--- config.mk ---
export PLATFORM = sky130hd
export DESIGN_NAME = sb_input_ctrl
export DESIGN_NICKNAME = d
export VERILOG_FILES = /design/src/rtl/sb_input_pkg.sv /design/src/rtl/sb_coin_shaper.sv /design/src/rtl/sb_input_ctrl.sv
export SDC_FILE = /design/constraint.sdc
export NUM_CORES = 1
export LEC_CHECK = 0
export ABC_CLOCK_PERIOD_IN_PS = 1500
export CAP_MARGIN = 20
export CORE_MARGIN = 4
export CORE_UTILIZATION = 55
export DETAILED_ROUTE_END_ITERATION = 10
export DONT_BUFFER_PORTS = 1
export PLACE_DENSITY = 0.83
export SLEW_MARGIN = 20
export SYNTH_ARGS = -nofsm -noshare
export SYNTH_HDL_FRONTEND = slang
export SYNTH_SLANG_ARGS = --single-unit
--- constraint.sdc ---
create_clock -name clk_sys -period 1.5 [get_ports clk_sys]
set_input_delay 0.075 -clock clk_sys [delete_from_list [all_inputs] [get_ports clk_sys]]
set_output_delay 0.075 -clock clk_sys [all_outputs]
set_load 0.02 [all_outputs]
--- src/rtl/sb_input_pkg.sv ---
// Shared constants for the Super Bagman input stage: PS/2 key codes, joystick
// bit positions, player control vector layout and the coin FSM state type.
package sb_input_pkg;

  localparam int NUM_PLAYERS = 2;
  localparam int CTRL_W      = 6;

  // {extended, scan code}
  localparam logic [8:0] KC_P1_UP     = 9'h175;
  localparam logic [8:0] KC_P1_DOWN   = 9'h172;
  localparam logic [8:0] KC_P1_LEFT   = 9'h16B;
  localparam logic [8:0] KC_P1_RIGHT  = 9'h174;
  localparam logic [8:0] KC_P1_FIRE1  = 9'h029;
  localparam logic [8:0] KC_P1_FIRE2  = 9'h014;
  localparam logic [8:0] KC_START1_A  = 9'h016;
  localparam logic [8:0] KC_START1_B  = 9'h005;
  localparam logic [8:0] KC_START2_A  = 9'h01E;
  localparam logic [8:0] KC_START2_B  = 9'h006;
  localparam logic [8:0] KC_COIN_A    = 9'h02E;
  localparam logic [8:0] KC_COIN_B    = 9'h036;
  localparam logic [8:0] KC_TEST      = 9'h02C;
  localparam logic [8:0] KC_P2_UP     = 9'h02D;
  localparam logic [8:0] KC_P2_DOWN   = 9'h02B;
  localparam logic [8:0] KC_P2_LEFT   = 9'h023;
  localparam logic [8:0] KC_P2_RIGHT  = 9'h034;
  localparam logic [8:0] KC_P2_FIRE1  = 9'h01C;
  localparam logic [8:0] KC_P2_FIRE2  = 9'h01A;

  localparam int JOY_RIGHT  = 0;
  localparam int JOY_LEFT   = 1;
  localparam int JOY_DOWN   = 2;
  localparam int JOY_UP     = 3;
  localparam int JOY_FIRE1  = 4;
  localparam int JOY_FIRE2  = 5;
  localparam int JOY_START1 = 6;
  localparam int JOY_START2 = 7;
  localparam int JOY_COIN   = 8;

  // Control vector shares the low six joystick bit positions.
  localparam int CTRL_RIGHT = 0;
  localparam int CTRL_LEFT  = 1;
  localparam int CTRL_DOWN  = 2;
  localparam int CTRL_UP    = 3;
  localparam int CTRL_FIRE1 = 4;
  localparam int CTRL_FIRE2 = 5;

  typedef enum logic [1:0] {
    IDLE     = 2'd0,
    PULSE    = 2'd1,
    WAIT_REL = 2'd2
  } coin_state_t;

endpackage

--- src/rtl/sb_coin_shaper.sv ---
// Turns a raw coin level into one fixed-length pulse of COIN_FRAMES frame ticks,
// then locks out until the coin line is released.
module sb_coin_shaper
  import sb_input_pkg::*;
#(
  parameter int COIN_FRAMES = 3,
  parameter int CNT_W       = 4
) (
  input  logic clk_sys,
  input  logic reset,
  input  logic raw,
  input  logic tick,
  output logic coin
);

  localparam logic [CNT_W-1:0] LAST = CNT_W'(COIN_FRAMES - 1);

  coin_state_t      state_q, state_d;
  logic [CNT_W-1:0] cnt_q, cnt_d;
  logic             raw_q, coin_q, coin_d;
  logic             rise;

  assign rise = raw & ~raw_q;
  assign coin = coin_q;

  // Edge history resets high so a coin held through reset is not an event.
  always_ff @(posedge clk_sys) begin
    if (reset) begin
      state_q <= IDLE;
      cnt_q   <= '0;
      raw_q   <= 1'b1;
      coin_q  <= 1'b0;
    end else begin
      state_q <= state_d;
      cnt_q   <= cnt_d;
      raw_q   <= raw;
      coin_q  <= coin_d;
    end
  end

  always_comb begin
    state_d = state_q;
    cnt_d   = cnt_q;
    case (state_q)
      IDLE: begin
        if (rise) begin
          state_d = PULSE;
          cnt_d   = '0;
        end
      end
      PULSE: begin
        if (tick) begin
          if (cnt_q == LAST) state_d = WAIT_REL;
          else               cnt_d   = cnt_q + CNT_W'(1);
        end
      end
      WAIT_REL: begin
        if (!raw) state_d = IDLE;
      end
      default: state_d = IDLE;
    endcase
  end

  // Registered from the next state so the pulse starts one cycle after the edge.
  always_comb begin
    coin_d = (state_d == PULSE);
  end

endmodule

--- src/rtl/sb_input_ctrl.sv ---
// Super Bagman input conditioning: PS/2 key decode merged with two joystick
// words into registered controls, plus shaped coin. Optional autofire on fire1
// is built when SB_AUTOFIRE_EN is defined.
module sb_input_ctrl
  import sb_input_pkg::*;
#(
  parameter int COIN_FRAMES = 3,
  parameter int CNT_W       = 4
) (
  input  logic        clk_sys,
  input  logic        reset,
  input  logic [10:0] ps2_key,
  input  logic [15:0] joystick_0,
  input  logic [15:0] joystick_1,
  input  logic        vblank,
`ifdef SB_AUTOFIRE_EN
  input  logic        autofire,
`endif
  output logic [5:0]  p1_ctrl,
  output logic [5:0]  p2_ctrl,
  output logic        start1,
  output logic        start2,
  output logic        coin,
  output logic        test
);

  logic [NUM_PLAYERS-1:0][15:0]       joy;
  logic [NUM_PLAYERS-1:0][CTRL_W-1:0] pl_key_q, pl_key_d;
  logic [NUM_PLAYERS-1:0][CTRL_W-1:0] ctrl_q, ctrl_d;
  logic [1:0] start_key_q, start_key_d;
  logic [1:0] coin_key_q, coin_key_d;
  logic       test_key_q, test_key_d;
  logic [1:0] start_q, start_d;
  logic       test_q, test_d;
  logic       tog_q, tog_d;
  logic       vblank_q, vblank_d;
  logic       key_evt, tick, coin_raw;
  logic [8:0] code;
  logic       unused_ok;

  assign joy      = {joystick_1, joystick_0};
  assign code     = ps2_key[8:0];
  assign key_evt  = ps2_key[10] ^ tog_q;
  assign tick     = vblank & ~vblank_q;
  assign tog_d    = ps2_key[10];
  assign vblank_d = vblank;
  assign coin_raw = |coin_key_q | joystick_0[JOY_COIN] | joystick_1[JOY_COIN];
  assign unused_ok = ^{joystick_0[15:9], joystick_1[15:9]};

  always_comb begin
    pl_key_d    = pl_key_q;
    start_key_d = start_key_q;
    coin_key_d  = coin_key_q;
    test_key_d  = test_key_q;
    if (key_evt) begin
      case (code)
        KC_P1_UP:    pl_key_d[0][CTRL_UP]    = ps2_key[9];
        KC_P1_DOWN:  pl_key_d[0][CTRL_DOWN]  = ps2_key[9];
        KC_P1_LEFT:  pl_key_d[0][CTRL_LEFT]  = ps2_key[9];
        KC_P1_RIGHT: pl_key_d[0][CTRL_RIGHT] = ps2_key[9];
        KC_P1_FIRE1: pl_key_d[0][CTRL_FIRE1] = ps2_key[9];
        KC_P1_FIRE2: pl_key_d[0][CTRL_FIRE2] = ps2_key[9];
        KC_P2_UP:    pl_key_d[1][CTRL_UP]    = ps2_key[9];
        KC_P2_DOWN:  pl_key_d[1][CTRL_DOWN]  = ps2_key[9];
        KC_P2_LEFT:  pl_key_d[1][CTRL_LEFT]  = ps2_key[9];
        KC_P2_RIGHT: pl_key_d[1][CTRL_RIGHT] = ps2_key[9];
        KC_P2_FIRE1: pl_key_d[1][CTRL_FIRE1] = ps2_key[9];
        KC_P2_FIRE2: pl_key_d[1][CTRL_FIRE2] = ps2_key[9];
        KC_START1_A, KC_START1_B: start_key_d[0] = ps2_key[9];
        KC_START2_A, KC_START2_B: start_key_d[1] = ps2_key[9];
        KC_COIN_A:   coin_key_d[0] = ps2_key[9];
        KC_COIN_B:   coin_key_d[1] = ps2_key[9];
        KC_TEST:     test_key_d    = ps2_key[9];
        default: ;
      endcase
    end
  end

`ifdef SB_AUTOFIRE_EN
  // Phase 0 means the fire1 output is high; each tick while held flips it.
  logic [NUM_PLAYERS-1:0] ph_q, ph_d;
`endif

  always_comb begin
    for (int p = 0; p < NUM_PLAYERS; p++) begin
      ctrl_d[p] = pl_key_q[p] | joy[p][CTRL_W-1:0];
`ifdef SB_AUTOFIRE_EN
      ph_d[p] = ctrl_d[p][CTRL_FIRE1] ? (ph_q[p] ^ tick) : 1'b0;
      if (autofire) ctrl_d[p][CTRL_FIRE1] = ctrl_d[p][CTRL_FIRE1] & ~ph_d[p];
`endif
    end
    start_d[0] = start_key_q[0] | joystick_0[JOY_START1] | joystick_1[JOY_START1];
    start_d[1] = start_key_q[1] | joystick_0[JOY_START2] | joystick_1[JOY_START2];
    test_d     = test_key_q;
  end

  // Toggle history reloads the live bit so leaving reset is never an event.
  always_ff @(posedge clk_sys) begin
    if (reset) begin
      tog_q       <= ps2_key[10];
      vblank_q    <= 1'b0;
      pl_key_q    <= '0;
      start_key_q <= '0;
      coin_key_q  <= '0;
      test_key_q  <= 1'b0;
      ctrl_q      <= '0;
      start_q     <= '0;
      test_q      <= 1'b0;
`ifdef SB_AUTOFIRE_EN
      ph_q        <= '0;
`endif
    end else begin
      tog_q       <= tog_d;
      vblank_q    <= vblank_d;
      pl_key_q    <= pl_key_d;
      start_key_q <= start_key_d;
      coin_key_q  <= coin_key_d;
      test_key_q  <= test_key_d;
      ctrl_q      <= ctrl_d;
      start_q     <= start_d;
      test_q      <= test_d;
`ifdef SB_AUTOFIRE_EN
      ph_q        <= ph_d;
`endif
    end
  end

  assign p1_ctrl = ctrl_q[0];
  assign p2_ctrl = ctrl_q[1];
  assign start1  = start_q[0];
  assign start2  = start_q[1];
  assign test    = test_q;

  sb_coin_shaper #(
    .COIN_FRAMES (COIN_FRAMES),
    .CNT_W       (CNT_W)
  ) u_coin (
    .clk_sys (clk_sys),
    .reset   (reset),
    .raw     (coin_raw),
    .tick    (tick),
    .coin    (coin)
  );

endmodule

Yosys cells after proc, flatten, opt, wreduce, memory -nomap -nowiden
Index checks and enable logic that the tools add are counted.
{"block": "op_classes", "n_addsub": 1, "eq_ne": 26, "n_mux": 9, "bitwise": 13, "reduce_logical": 23}
{"cell": "equality test 9 x 6 -> 1 bit (second input constant)", "n": 8}
{"cell": "equality test 9 x 5 -> 1 bit (second input constant)", "n": 5}
{"cell": "equality test 9 bit (second input constant)", "n": 4}
{"cell": "AND reduction 2 bit", "n": 17}
{"cell": "equality test 9 x 3 -> 1 bit (second input constant)", "n": 2}
{"cell": "two-way mux 4 bit", "n": 3}
{"cell": "OR 6 bit", "n": 2}
{"cell": "two-way mux 2 bit", "n": 4}
{"cell": "one-hot mux 4 bit (2 select lines)", "n": 1}
{"cell": "OR 1 bit", "n": 6}
{"cell": "one-hot mux 2 bit (3 select lines)", "n": 1}
{"cell": "OR reduction 2 bit", "n": 3}
{"cell": "adder 4 x 1 -> 4 bit (second input constant)", "n": 1}
{"cell": "equality test 2 x 1 -> 1 bit (second input constant)", "n": 2}
{"cell": "equality test 4 x 2 -> 1 bit (second input constant)", "n": 1}
{"cell": "inequality test 2 bit (second input constant)", "n": 2}
{"cell": "AND reduction 4 bit", "n": 1}
{"cell": "AND 1 bit", "n": 2}
{"cell": "equality test 2 bit (second input constant)", "n": 1}
{"cell": "logical NOT 2 bit", "n": 1}
{"cell": "inequality test 2 x 1 -> 1 bit (second input constant)", "n": 1}
{"cell": "NOT 1 bit", "n": 2}
{"cell": "nonzero test 2 bit", "n": 1}
{"cell": "bitwise XOR 1 bit", "n": 1}
{"block": "totals", "reg_bits": 42, "output_inout_bits": 16, "elab_cells": 99}

Depth between registers and ports, before layout
Gate-level depths: netlist (run 1).
{"block": "depth", "depth_word": 7, "mapped_depth": 6}

By module
Synthesis (run 1) repeated with hierarchy kept, for this count alone.
{"block": "hier_totals", "cells_unflattened": 189, "area_unflattened_um2": 1810.5}
{"module": "sb_input_ctrl", "instances": 1, "cells_per_inst": 148, "area_per_inst_um2": 1378.8}
{"module": "sb_coin_shaper", "instances": 1, "cells_per_inst": 41, "area_per_inst_um2": 431.7}

Worst setup path before layout (run 1)
No wires, ideal clock.
{"block": "synth_timing", "kind": "reg2reg", "from": "reg u_coin.cnt_q[0]", "to": "reg u_coin.cnt_q[3]", "arrival_ps": 1540, "required_ps": 1430, "setup_slack_ps": -110, "path_stages_with_launch": 7, "path_buffers": 0, "path_cell_list": "dfxtp_1 inv_1 ha_1 nor3b_1 o32a_1 or4_1 a21oi_1"}
{"block": "synth_between", "elab_chain_len": 4}
{"element": "start: declaration", "line": "sb_coin_shaper.sv:19", "rtl": "logic [CNT_W-1:0] cnt_q, cnt_d;"}
{"element": "start signal: assignment", "line": "sb_coin_shaper.sv:35", "rtl": "cnt_q <= cnt_d;"}
{"element": "adder 4 x 1 -> 4 bit", "line": "sb_coin_shaper.sv:54", "rtl": "else cnt_d = cnt_q + CNT_W'(1);"}
{"element": "two-way mux 4 bit", "line": "sb_coin_shaper.sv:53", "rtl": "if (cnt_q == LAST) state_d = WAIT_REL;"}
{"element": "two-way mux 4 bit", "line": "sb_coin_shaper.sv:52", "rtl": "if (tick) begin"}
{"element": "one-hot mux 4 bit (2 select lines)", "line": "sb_coin_shaper.sv:44", "rtl": "case (state_q)"}
Parallel ways exist; a longest one is shown, timed or not. The select of a mux whose other input is x is not followed.
A chain may end at the register's enable or synchronous reset.

Final worst setup path (run 1)
Same ends and word-level chain as after synthesis.

==> results of run 1 <==
where the power goes:
part	internal (mW)	total, mW	switching [mW]
clock	0.388	0.727	0.338
combinational	0.116	0.216	0.0997
sequential	1.14	1.19	0.0444
total	1.65	2.13	0.483
registers in the layout, summed over array words and instances (netlist names):
register,cells
pl_key_q,12
vblank_q,1
u_coin.cnt_q,4
test,1
u_coin.coin,1
p1_ctrl,6
test_d,1
coin_key_q,2
u_coin.state_q,2
p2_ctrl,6
start_key_q,2
start_q,2
tog_q,1
u_coin.raw_q,1
synthesized netlist by cell type (all sizes together):
| library cell | n |
|---|---|
| a21oi | 11 |
| and4b | 2 |
| or4 | 3 |
| nand4bb | 1 |
| nor3 | 6 |
| nor3b | 3 |
| o211ai | 1 |
| nand4b | 4 |
| or2 | 1 |
| nand4 | 10 |
| a31o | 2 |
| nor4 | 3 |
| xnor2 | 1 |
| nand3 | 4 |
| mux2i | 10 |
| o31ai | 3 |
| nor4bb | 2 |
| nand2b | 3 |
| nand3b | 2 |
| clkinv | 1 |
| o41a | 1 |
| ha | 2 |
| o21ai | 5 |
| nand2 | 11 |
| dfxtp | 42 |
| nor4b | 1 |
| inv | 3 |
| xor2 | 2 |
| o41ai | 1 |
| buf | 3 |
| o32a | 1 |
| clkbuf | 8 |
| and3 | 1 |
| and2 | 2 |
| nor2 | 35 |
| nor2b | 5 |
| or4b | 1 |
| or3 | 2 |
area by class of cell:
type                    count  area (µm²)  share of cell area
flip-flops and latches     42       847.1              0.3656
well taps                  44       55.05             0.02376
clock buffers               6       51.30             0.02214
multi-input cells         142       945.9              0.4082
inverters                   4       15.01            0.006479
clock inverters             1       30.03             0.01296
repair buffers             40       372.9              0.1609
metal layers:
layer  vias up  wire length (µm)
met5         -                 0
met4         0               117
met3        13               452
met2        85              2216
met1       789              1801
li1        785                 -
what timing repair did:
item	in CTS	in global routing
hold endpoints to repair	37	1
buffers inserted	1	3
pin swaps	2	4
hold buffers	28	1
gates resized for setup	4	10
setup endpoints to repair	4	10
per-stage QoR:
step	util	setup TNS, ns	cell area [µm²]	total power, mW
finish	0.7468	-0.1506	2317	2.131
detailed placement	0.6004	-0.3044	1863	1.336
global route	0.7468	-0.3823	2317	2.218
global placement	0.6004	0	1863	1.329
CTS	0.7238	-0.02830	2246	2.125
floorplan	-	0	1800	1.318
worst reg2reg max path, stage by stage, from the launching register on:
cell     delay (ns)
dfxtp_2        0.35
inv_2          0.05
ha_4           0.15
nor3b_4        0.15
o32a_1         0.25
or4_1          0.44
a21oi_1        0.13
how the worst max path moves through the flow:
stage | end | from | slack (ns) | depth (start not counted)
after global placement | u_coin.cnt_q[2]$_SDFFE_PP0P_ | u_coin.cnt_q[0]$_SDFFE_PP0P_ | 0.03 | 6
final | u_coin.cnt_q[3]$_SDFFE_PP0P_ | u_coin.cnt_q[0]$_SDFFE_PP0P_ | -0.07 | 6
after detailed placement | u_coin.cnt_q[0]$_SDFFE_PP0P_ | u_coin.cnt_q[1]$_SDFFE_PP0P_ | -0.13 | 6
after CTS | u_coin.cnt_q[3]$_SDFFE_PP0P_ | u_coin.cnt_q[0]$_SDFFE_PP0P_ | -0.03 | 6
after global routing | u_coin.cnt_q[3]$_SDFFE_PP0P_ | u_coin.cnt_q[0]$_SDFFE_PP0P_ | -0.12 | 6
after floorplan | u_coin.cnt_q[2]$_SDFFE_PP0P_ | u_coin.cnt_q[0]$_SDFFE_PP0P_ | 0.02 | 6
kinds of logic (layout without fill, tap and decap cells):
group           Yosys count  in the layout  synth area share
flops                    42             42            0.4673
fa+ha+maj                 2              2           0.01391
xor+xnor                  3              3           0.01878
simple gates            102            102            0.3234
buf+inv                  15             51           0.03338
mux                      10             10           0.05564
compound gates           25             25           0.08762
==> run metrics, run 1 <==
DR WL/cell=16.45 µm; vias in the first global route=about 1600; Synth area leaders=dfxtp_1 47%, nor2_1 7.3%, mux2i_1 5.6%; Post-Route Skew=around 0.0096 ns; FMAX=0.6352 GHz; Critical path buffers and inverters=1; GPL Wtd Cong=approximately 0.93; FF-to-FF path depth=6; Post-Route WL=4.589 mm; status=finished with violations; Global Route met1 Usage=0.2412; PortBufs=0; Antenna Nets Post-Route=0; startpoint types=flop; TritonCTS clock tree=yes; Worst slew margin=0.6125; CP cell instances=inv_2, ha_4, nor3b_4, o32a_1, or4_1, a21oi_1; Synth top area share=0.4673; crit path max-delay cell type=or4_1; FF-to-FF setup slack=-0.07 ns; crit share post-route=1.050; DRC=0; Slew Viols, Final=0; RSZ-0062 raised after global routing=true; Hold Crit Start=ps2_key[2]; Ys Warns=0; Worst EP arrival=1.86 ns; Worst-Margin Slew=0.5794 ns; # diodes=0; grt peak-use layer=met2; drt first-iter violations=96; most common cell after layout, fill and taps aside=dfxtp_1; failing checks=setup timing; Static Leak=approximately 0.91 nW; FF+latch count, synth=42; Setup WS post-layout=-0.07437 ns; clk_lat worst skew=0.35 ns; Min-Delay Path Class=in -> reg; Worst Setup Path Type=reg -> reg; die height=65.20 µm; Worst setup EP type=flop; P&R area growth vs syn=28.79%; gr usage total=0.2241; commonest cells after routing, fill and taps aside=39 x dfxtp_1, 35 x nor2_1, 29 x dlygate4sd3_1; GR Util met3=0.08376; final hold vios=0; worst reg2reg path endpoint=u_coin.cnt_q[3]$_SDFFE_PP0P_; Critical Path Max Stage Delay=0.44 ns; CP top delay family=simple AND/OR/NAND/NOR gates; Clock Sinks=42; CP max FO=6; first-pass GRT wire length=7.272 mm; placed cells=roughly 240; Tmin final=between 1.5 and 2 ns; P per Cell Area=roughly 920 nW/µm²; Post-Place Worst Slack=-0.1322 ns; antenna violations before repair=0; DR pass1 iterations=4; Non-Filler Instances=279; CP Data Required Time=1.78 ns; core outline area=between 3000 and 4000 µm²; Initial Utilization=0.5798; Filler cells=225; worst hold path endpoint=start_key_q[0]$_SDFFE_PP0P_; TritonCTS Buffers=5; gr ovfl total=0; worst r2r src=u_coin.cnt_q[0]$_SDFFE_PP0P_; clk root buf=clkbuf_4; clk buf depth=2; Final setup viols=3; sequential share of the synthesized area=0.4673; die extent in x=65.20 µm; post-synthesis area per instance=9.041 µm²; WHS Path Cells=3; Post-layout nets=283; Mapped Area=1799 µm²; clk slew on worst S/H paths=between 0.1 and 0.15 ns; drt via density=between 5 and 6; H-tree depth=2; GR Util met2=0.3906; Worst VDD drop=721.3 µV; layout cells sized above 1=0.1574; Gate Count Post-Synth=199; vias=1672; Top Ports=62; Std-Cell Rows=20; Post-Syn Nets=247; area leader, netlist=dfxtp_1; Unique masters post-synth=43; Hold WS=0.02258 ns; die area=around 4300 µm²; Detail Placement HPWL=2.698 mm; largest net degree at the start of global routing=19; max_cap viols=0
Note: power is estimated with default switching activity, not from simulation.
==> inputs of run 2 (changes only) <==
Settings changed: CAP_MARGIN 20 to unset, SETUP_SLACK_MARGIN set to 0.2.
==> run 2 against run 1 <==
The run ends with hold timing, setup timing left. Utilization is 3.2 points higher. Worst setup slack improved by 0.014 ns. Critical endpoint is now u_coin.cnt_q[2]$_SDFFE_PP0P_. Register-to-register slack hardly changed.
==> run metrics, run 2 (synthesized netlist as in run 1, its figures left out) <==
status=finished with violations; failing checks=hold timing, setup timing; Global Route met1 Usage=0.2718; clk root buf=clkbuf_4; PortBufs=0; Detail Placement HPWL=2.934 mm; die height=65.20 µm; worst r2r src=coin_key_q[1]$_SDFFE_PP0P_; WHS Path Cells=3; Critical Path Max Stage Delay=0.57 ns; Clock Sinks=between 40 and 50; antenna violations before repair=0; Tmin final=1.560 ns; Worst EP arrival=1.88 ns; first-pass GRT wire length=7.769 mm; Final setup viols=2; Min-Delay Path Class=in -> reg; TritonCTS Buffers=5; TritonCTS clock tree=yes; final hold vios=1; crit path max-delay cell type=or4_1; startpoint types=flop; Hold WS=-0.04495 ns; Worst Setup Path Type=reg -> reg; Antenna Nets Post-Route=0; clk buf depth=2; Std-Cell Rows=20; DR pass1 iterations=4; CP max FO=3; gr usage total=0.2416; CP Data Required Time=1.82 ns; DRC=0; crit share post-route=1.040; FMAX=0.6409 GHz; grt peak-use layer=met2; DR WL/cell=19.31 µm; die area=4250 µm²; # diodes=0; worst reg2reg path endpoint=u_coin.cnt_q[2]$_SDFFE_PP0P_; core outline area=3103 µm²; RSZ-0062 raised after global routing=true; Post-CTS Hold Buffers=25; Slew Viols, Final=0; P&R area growth vs syn=34.28%; Worst setup EP type=flop; FF-to-FF setup slack=-0.06 ns; FF-to-FF path depth=4; GR Util met2=0.4324; gr ovfl total=0; Crit path depth=4; Static Leak=roughly 0.96 nW; CP top delay family=simple AND/OR/NAND/NOR gates; Worst-Margin Slew=0.6780 ns; worst hold path endpoint=u_coin.raw_q$_SDFF_PP1_; Hold Crit Start=joystick_1[8]; Worst VDD drop=485.3 µV; GPL Wtd Cong=roughly 0.98; Post-layout nets=282; most common cell after layout, fill and taps aside=dfxtp_1; largest net degree at the start of global routing=18; Top Ports=62; Core Util, Final=0.7786; Total Power=2.047 mW; Worst slew margin=0.5472; Filler cells=around 210; H-tree depth=2; Post-Route Skew=approximately 0.013 ns; vias in the first global route=~1600; clk slew on worst S/H paths=between 0.1 and 0.15 ns; layout cells sized above 1=0.2426; GR Util met3=0.06838; drt via density=6.065; Post-Route WL=roughly 5.4 mm; vias=approximately 1700; Setup WS post-layout=-0.06030 ns; max_cap viols=0; die extent in x=around 65 µm; largest register by flop count=pl_key_q; number of flip-flops in the largest register=12; drt first-iter violations=112; Initial Utilization=0.5798; Critical path buffers and inverters=0; CP cell instances=nor4_4, o41ai_2, or4_1, nand2_1; clk_lat worst skew=~0.38 ns; P per Cell Area=847.3 nW/µm²; commonest cells after routing, fill and taps aside=37 x dfxtp_1, 34 x nor2_1, 22 x dlygate4sd3_1
==> run 2: changes by cell type in the layout (fill, tap and decap cells not counted), sizes merged <==
cell          before  now
dlygate4sd3       29   22
dlymetal6s2s       0    1
buf               11   14
clkinvlp           0    1
inv                3    5
dlymetal6s4s       0    2
bufinv             1    0
clkbuf             6    5
==> run 2: how the worst max path moves through the flow <==
stage,endpoint,slack (ns),start
after floorplan,u_coin.cnt_q[3]$_SDFFE_PP0P_,0.04,u_coin.cnt_q[0]$_SDFFE_PP0P_
after global placement,u_coin.cnt_q[3]$_SDFFE_PP0P_,0.03,u_coin.cnt_q[0]$_SDFFE_PP0P_
after detailed placement,u_coin.cnt_q[3]$_SDFFE_PP0P_,-0.04,u_coin.cnt_q[0]$_SDFFE_PP0P_
after CTS,u_coin.cnt_q[3]$_SDFFE_PP0P_,-0.06,u_coin.cnt_q[0]$_SDFFE_PP0P_
after global routing,u_coin.cnt_q[2]$_SDFFE_PP0P_,-0.1,coin_key_q[1]$_SDFFE_PP0P_
final,u_coin.cnt_q[2]$_SDFFE_PP0P_,-0.06,coin_key_q[1]$_SDFFE_PP0P_
==> run 2: area by class of cell <==
cell class	count	area, µm²	area share
multi-input cells	142	1045	0.4324
repair buffers	39	386.6	0.1600
inverters	4	18.77	0.007768
clock inverters	3	23.77	0.009839
clock buffers	5	37.54	0.01554
flip-flops and latches	42	849.6	0.3516
well taps	44	55.05	0.02279
==> run 2: worst register-to-register path: stages (launching register included) <==
cell	delay, ns
dfxtp_2	0.37
nor4_4	0.34
o41ai_2	0.13
or4_1	0.57
nand2_1	0.09
==> run 2: metrics by stage <==
stage          instances  setup WS, ns  TNS [ns]  area (µm²)
2_1_floorplan        199       0.04440         0        1838
3_3_place_gp         238       0.03406         0        1893
3_5_place_dp         238      -0.04250  -0.04250        1893
4_1_cts              275      -0.06326   -0.3508        2263
5_1_grt              279      -0.09924   -0.2049        2416
6_report             279      -0.06030  -0.09352        2416
==> run 2: per-layer routing <==
layer	up-vias	share of wire
met5	-	0
met4	0	0.022
met3	13	0.079
met2	96	0.53
met1	805	0.37
li1	778	-
==> run 2: power breakdown <==
group | switching, mW | leakage (nW) | internal, mW
Sequential | 0.0471 | 0.346 | 1.15
Clock | 0.415 | 0.0361 | 0.193
Combinational | 0.115 | 0.581 | 0.132
Total | 0.577 | 0.963 | 1.47
==> run 2: repair_timing <==
| item | CTS | global route |
|---|---|---|
| endpoints found under the setup margin | 11 | 23 |
| setup buffers | 4 | 4 |
| hold endpoints to repair | 38 | 1 |
| resized for setup | 6 | 25 |
| pin swaps | 5 | 17 |
